### config.mk
export PLATFORM = sky130hd
export DESIGN_NAME = facc
export DESIGN_NICKNAME = d
export VERILOG_FILES = /design/src/rtl/facc_pkg.sv /design/src/rtl/facc_fadd.sv /design/src/rtl/facc.sv
export SDC_FILE = /design/constraint.sdc
export NUM_CORES = 1
export LEC_CHECK = 0
export ABC_AREA = 1
export BUFFER_PORTS_ARGS = -buffer_cell sky130_fd_sc_hd__buf_4
export CAP_MARGIN = 10
export CORE_MARGIN = 5
export CORE_UTILIZATION = 50
export DETAILED_ROUTE_END_ITERATION = 6
export GPL_TIMING_DRIVEN = 1
export HOLD_SLACK_MARGIN = 0.08
export PLACE_DENSITY = 0.65
export SYNTH_ARGS = -nofsm -noshare
export SYNTH_HDL_FRONTEND = slang
export SYNTH_SLANG_ARGS = --single-unit
### constraint.sdc
create_clock -name clk -period 18.4 [get_ports clk]
set_input_delay 3.68 -clock clk [delete_from_list [all_inputs] [get_ports clk]]
set_output_delay 3.68 -clock clk [all_outputs]
set_load 0.05 [all_outputs]
### src/rtl/facc_pkg.sv
// facc_pkg: FSM encodings, binary32 field constants and a leading-zero helper
// shared by the facc accumulator and its fadd datapath.
`default_nettype none

package facc_pkg;

  localparam logic [1:0] FACC_IDLE = 2'd0;
  localparam logic [1:0] FACC_ACC  = 2'd1;
  localparam logic [1:0] FACC_DONE = 2'd2;

  localparam int         FP_EXP_MSB  = 30;
  localparam int         FP_EXP_LSB  = 23;
  localparam logic [7:0] FP_EXP_ALL1 = 8'hFF;

  function automatic logic [4:0] clz27(input logic [26:0] v);
    logic [4:0] n;
    logic       found;
    n     = 5'd27;
    found = 1'b0;
    for (int i = 26; i >= 0; i--) begin
      if (!found && v[i]) begin
        n     = 5'(26 - i);
        found = 1'b1;
      end
    end
    return n;
  endfunction

endpackage

`default_nettype wire

### src/rtl/facc_fadd.sv
// fadd: combinational binary32 adder, round-to-nearest-even, subnormal aware.
// Revision: 1.0
`default_nettype none

module fadd
  import facc_pkg::*;
(
  input  logic [31:0] a,
  input  logic [31:0] b,
  output logic [31:0] y
);

  logic [31:0] w_big, w_sml;
  logic [7:0]  w_eb, w_es, w_diff, w_shl;
  logic [4:0]  w_sh, w_lz;
  logic [49:0] w_sw;
  logic [26:0] w_al_big, w_al_sml, w_norm;
  logic [27:0] w_sum;
  logic [24:0] w_mr;
  logic [23:0] w_mant;
  logic [9:0]  w_en, w_ef;
  logic        w_sub, w_rup, w_sign;
  logic        w_nan_a, w_nan_b, w_inf_a, w_inf_b;

  always_comb begin
    // Order operands by magnitude so the aligned subtraction never goes negative.
    w_big    = (a[30:0] >= b[30:0]) ? a : b;
    w_sml    = (a[30:0] >= b[30:0]) ? b : a;
    w_eb     = (w_big[30:23] == 8'd0) ? 8'd1 : w_big[30:23];
    w_es     = (w_sml[30:23] == 8'd0) ? 8'd1 : w_sml[30:23];
    w_diff   = w_eb - w_es;
    w_sh     = (w_diff > 8'd26) ? 5'd26 : w_diff[4:0];
    w_sw     = {(w_sml[30:23] != 8'd0), w_sml[22:0], 26'd0} >> w_sh;
    w_al_sml = {w_sw[49:24], |w_sw[23:0]};
    w_al_big = {(w_big[30:23] != 8'd0), w_big[22:0], 3'd0};
    w_sub    = w_big[31] ^ w_sml[31];
    w_sum    = w_sub ? ({1'b0, w_al_big} - {1'b0, w_al_sml})
                     : ({1'b0, w_al_big} + {1'b0, w_al_sml});
    w_lz     = clz27(w_sum[26:0]);
    w_shl    = 8'd0;
    if (w_sum[27]) begin
      w_norm = {w_sum[27:2], w_sum[1] | w_sum[0]};
      w_en   = {2'b00, w_eb} + 10'd1;
    end else begin
      // Left shift stops at exponent 1 so tiny results land as subnormals.
      w_shl  = ({3'b000, w_lz} < w_eb) ? {3'b000, w_lz} : (w_eb - 8'd1);
      w_norm = w_sum[26:0] << w_shl;
      w_en   = {2'b00, w_eb} - {2'b00, w_shl};
    end
    w_rup = w_norm[2] & (w_norm[1] | w_norm[0] | w_norm[3]);
    w_mr  = {1'b0, w_norm[26:3]} + {24'd0, w_rup};
    if (w_mr[24]) begin
      w_mant = w_mr[24:1];
      w_ef   = w_en + 10'd1;
    end else begin
      w_mant = w_mr[23:0];
      w_ef   = w_en;
    end
    w_sign  = (w_sum == 28'd0) ? (~w_sub & w_big[31]) : w_big[31];
    w_nan_a = (a[30:23] == FP_EXP_ALL1) && (a[22:0] != 23'd0);
    w_nan_b = (b[30:23] == FP_EXP_ALL1) && (b[22:0] != 23'd0);
    w_inf_a = (a[30:23] == FP_EXP_ALL1) && (a[22:0] == 23'd0);
    w_inf_b = (b[30:23] == FP_EXP_ALL1) && (b[22:0] == 23'd0);

    if (w_nan_a || w_nan_b || (w_inf_a && w_inf_b && (a[31] ^ b[31])))
      y = 32'h7FC0_0000;
    else if (w_inf_a)
      y = a;
    else if (w_inf_b)
      y = b;
    else if (w_ef >= 10'd255)
      y = {w_sign, FP_EXP_ALL1, 23'd0};
    else
      y = {w_sign, (w_mant[23] ? w_ef[7:0] : 8'd0), w_mant[22:0]};
  end

endmodule

`default_nettype wire

### src/rtl/facc.sv
// facc: streaming binary32 packet accumulator around a combinational fadd.
// Optional sticky inf/NaN flag on out_inf when FACC_INF_FLAG_EN is defined. Revision: 1.0
`default_nettype none

module facc
  import facc_pkg::*;
#(
  parameter int CNT_W = 16
) (
  input  logic             clk,
  input  logic             rst,
  input  logic             in_valid,
  output logic             in_ready,
  input  logic [31:0]      in_data,
  input  logic             in_last,
  output logic             out_valid,
  input  logic             out_ready,
  output logic [31:0]      out_data,
  output logic [CNT_W-1:0] out_count,
  output logic             out_inf
);

  localparam logic [CNT_W-1:0] c_CNT_MAX = '1;

  logic [1:0]       r_state, w_next;
  logic [31:0]      r_acc, w_sum, w_acc_d;
  logic [CNT_W-1:0] r_cnt, w_cnt_inc;
  logic             w_accept, w_result_hs;

  fadd u_fadd (
    .a (r_acc),
    .b (in_data),
    .y (w_sum)
  );

  assign w_accept    = in_valid && in_ready;
  assign w_result_hs = out_valid && out_ready;
  // First beat of a packet is loaded as-is rather than added to zero.
  assign w_acc_d     = (r_state == FACC_IDLE) ? in_data : w_sum;
  assign w_cnt_inc   = (r_cnt == c_CNT_MAX) ? r_cnt : r_cnt + CNT_W'(1);

  always_ff @(posedge clk or posedge rst) begin
    if (rst) r_state <= FACC_IDLE;
    else     r_state <= w_next;
  end

  always_comb begin
    w_next = r_state;
    case (r_state)
      FACC_IDLE: if (w_accept) w_next = in_last ? FACC_DONE : FACC_ACC;
      FACC_ACC:  if (w_accept && in_last) w_next = FACC_DONE;
      FACC_DONE: if (out_ready) w_next = FACC_IDLE;
      default:   w_next = FACC_IDLE;
    endcase
  end

  always_comb begin
    in_ready  = (r_state != FACC_DONE);
    out_valid = (r_state == FACC_DONE);
  end

  always_ff @(posedge clk or posedge rst) begin
    if (rst) begin
      r_acc <= 32'd0;
      r_cnt <= '0;
    end else if (w_accept) begin
      r_acc <= w_acc_d;
      r_cnt <= (r_state == FACC_IDLE) ? CNT_W'(1) : w_cnt_inc;
    end else if (w_result_hs) begin
      r_acc <= 32'd0;
      r_cnt <= '0;
    end
  end

  assign out_data  = r_acc;
  assign out_count = r_cnt;

`ifdef FACC_INF_FLAG_EN
  logic r_inf;

  always_ff @(posedge clk or posedge rst) begin
    if (rst)
      r_inf <= 1'b0;
    else if (w_result_hs)
      r_inf <= 1'b0;
    else if (w_accept && (w_acc_d[FP_EXP_MSB:FP_EXP_LSB] == FP_EXP_ALL1))
      r_inf <= 1'b1;
  end

  assign out_inf = r_inf;
`else
  assign out_inf = 1'b0;
`endif

endmodule

`default_nettype wire

==> flow_summary_export.csv <==
group,metric,value,unit
status,status,"finished clean",
worst_setup_path,cp_slowest_cell,"fa_2",
grt,grt_pass1_vias,16050,
logic_synthesis,synth-seq-area-share,9.018,%
cells_and_area,layout-drive-gt1-share,11.48,%
cells_and_area,nets,2816,
floorplanning,initial_core_util,50.22,%
grt,grt_pass1_wl,84.86,mm
route,wl,55.37,mm
cells_and_area,multi_input_area,11110,µm²
logic_synthesis,synth.yosys.warnings,0,
clock_network,clkSinkCount,50,
route,viasPerCell,5.849,
min_path,hold_path_class,"flop to flop",
worst_setup_path,crit_start,"in_data[14]",
route,wire_per_inst,18.14,µm
clock_network,cts_tree,"built",
cells_and_area,diodes,0,
logic_synthesis,synth_top_area_share,25.30,%
route,num_vias,17860,
worst_setup_path,crit_arrival,17.55,ns
route,drt-pass1-iter-count,6,
timing,min_period,17.36,ns
route,antenna_left,0,
cells_and_area,final_cell_mix,"nand2_1, inv_1, nand3_1, nor2_1, buf_4",
grt,grt_max_degree,104,
clock_network,htreeDepth,2,
cells_and_area,syn_to_final_growth,12.03,%
clock_network,hold_buffers,0,
worst_setup_path,critPathMostFrequentCell,"nand2_1",
min_path,hp-start,"out_count[5]",
grt,gr-total-overflow,0,
timing,slew_violations,0,
grt,grt_use_total,33.32,%
floorplanning,die_x,176.6,µm
floorplanning,die_area,31180,µm²
logic_synthesis,synth_area_leaders,"nand2_1, nand3_1, ha_1",
clock_network,clock_latency,0.30,ns
clock_network,cts_root_buffer,"clkbuf_16",
timing,fmax,0.05762,GHz
floorplanning,rows,61,
floorplanning,ios,88,
floorplanning,die_h,176.6,µm
timing,relSlewSlack,23.60,%
clock_network,clkTransAtPathRegs,0.07,ns
cells_and_area,seqCellArea,1251,µm²
cells_and_area,fill_cells,3029,
route,drc,0,
grt,antenna_found_initial,0,
worst_setup_path,required,18.59,ns
worst_setup_path,worstSetupPathType,"input pin to flop",
route,drtIter0Drc,2145,
placed_design,globalplace.congestion,1.026,
cells_and_area,final_common_cell,"nand2_1",
flow_run,maxCapViolCount,0,
floorplanning,coreArea,27630,µm²
worst_setup_path,cp-start-kind,"input pin",
logic_synthesis,synth_async_sr_flop_share,100.0,%
logic_synthesis,ys_seq_elements,50,
logic_synthesis,syn_avg_cell_area,5.361,µm²
clock_network,numCtsBuffers,5,
worst_setup_path,worstPathMaxFanout,15,
logic_synthesis,synth-main-ff-cell,"dfrtp_1",
timing,finClkSkew,0.005396,ns
timing,setup_viol,0,
clock_network,clk_path_buf_depth,2,
timing,period_share,94.32,%
placed_design,portBuffers,86,
placed_design,dp_hpwl,43.57,mm
timing,tightest_slew,1.143,ns
timing,setup_tns,0,ns
logic_synthesis,synth_edf_count,0,
logic_synthesis,synth_area,13870,µm²
worst_setup_path,slowest_delay,0.46,ns
worst_setup_path,endpoint_kind,"flop",
logic_synthesis,synth_fp_nets,2730,
logic_synthesis,yosys.area.top_type,"nand2_1",
worst_setup_path,r2r_start,"out_data[9]",
logic_synthesis,syn_inst,2588,
timing,hold_violations,0,
logic_synthesis,yosysUniqueCellTypes,63,
logic make-up (layout without fill, tap and decap cells):
| logic type | after synthesis | count (layout) | synth area share (%) |
|---|---|---|---|
| AND/OR/NAND/NOR | 1597 | 1603 | 50.30 |
| buffers and inverters | 421 | 501 | 12.95 |
| AO/OA/AOI/OAI | 355 | 356 | 14.32 |
| adder cells (fa/ha/maj) | 105 | 105 | 9.631 |
| XOR/XNOR | 57 | 57 | 3.652 |
| flip-flops | 50 | 50 | 9.018 |
| other | 2 | 2 | 0.05413 |
| multiplexers | 1 | 1 | 0.07215 |
metal layers:
layer  track usage, %  share of wire [%]  up-vias
met5                0                  0        -
met2            52.79                 44      925
met3            4.368                9.2      140
met4            12.41                4.1        0
met1            46.33                 43     8189
li1                 -                  -     8602
stage by stage:
step                      worst slack (ns)  std cells  util (%)  area (µm²)  hold WS [ns]
after floorplan                      1.433       2588         -       13870        0.4677
after global placement             0.05364       3007     53.72       14840        0.5165
after detailed placement           -0.3622       3007     53.72       14840        0.5077
after CTS                          0.03734       3016     54.34       15010        0.5179
after global routing               -0.1407       3053     56.26       15540        0.5394
final                                1.045       3053     56.26       15540        0.5229
final cells by class:
type	instances	area share, %
flip-flops and latches	50	8.050
multi-input cells	2124	71.46
repair buffers	170	8.508
clock inverters	3	0.2576
clock buffers	5	0.8050
inverters	323	7.872
well taps	378	3.043
worst max-delay path: cells and delay by family:
kind            cells  cell delay (ns)
fa+ha+maj           6             1.78
simple gates       63             7.62
compound gates     14             2.50
xor+xnor            1             0.14
mux                 1             0.22
buf+inv            15             1.59
state kept, by name, summed over array words and instances (netlist names):
register   count
out_data      32
out_count     16
r_state        2
Yosys cell counts, types with 5 or more instances:
| library cell | n |
|---|---|
| buf_4 | 15 |
| nor2_4 | 7 |
| o21a_1 | 5 |
| nand2_2 | 13 |
| xor2_1 | 44 |
| nor3_1 | 27 |
| a221oi_1 | 7 |
| clkinv_1 | 9 |
| nor2_1 | 195 |
| o31ai_1 | 5 |
| dfrtp_1 | 50 |
| a21oi_1 | 136 |
| buf_6 | 17 |
| nand2_1 | 935 |
| inv_2 | 13 |
| clkbuf_1 | 38 |
| o21ai_1 | 41 |
| nand4_1 | 51 |
| nor2_2 | 10 |
| inv_1 | 301 |
| xnor2_1 | 12 |
| o21ai_0 | 105 |
| or2_2 | 5 |
| nand3_2 | 13 |
| o211ai_1 | 7 |
| buf_2 | 26 |
| nand3_1 | 299 |
| a31oi_1 | 15 |
| nor4_1 | 16 |
| o21ai_2 | 6 |
| ha_1 | 102 |
| nand3b_1 | 8 |
| a21boi_0 | 5 |
path summary, 6_finish.rpt:
path / endpoint / slack, ns / depth (start not counted)
min in group asynchronous: out_data[20] / 3.58 / 3
max: out_data[12] / 1.04 / 100
max reg2reg: out_data[12] / 4.10 / 98
min: out_count[5] / 0.52 / 1
min reg2reg: out_count[5] / 0.52 / 1
max in group asynchronous: out_data[21] / 14.38 / 3
timing repair:
action | 4_1_cts | 5_1_grt
resized for setup | 1 | 62
buffers inserted | 0 | 30
gates cloned | 1 | 7
endpoints found under the setup margin | 14 | 31
pin swaps | 1 | 23
Power is not shown: default switching activity piles up to over one toggle a cycle in this logic, so the estimate is an artifact.
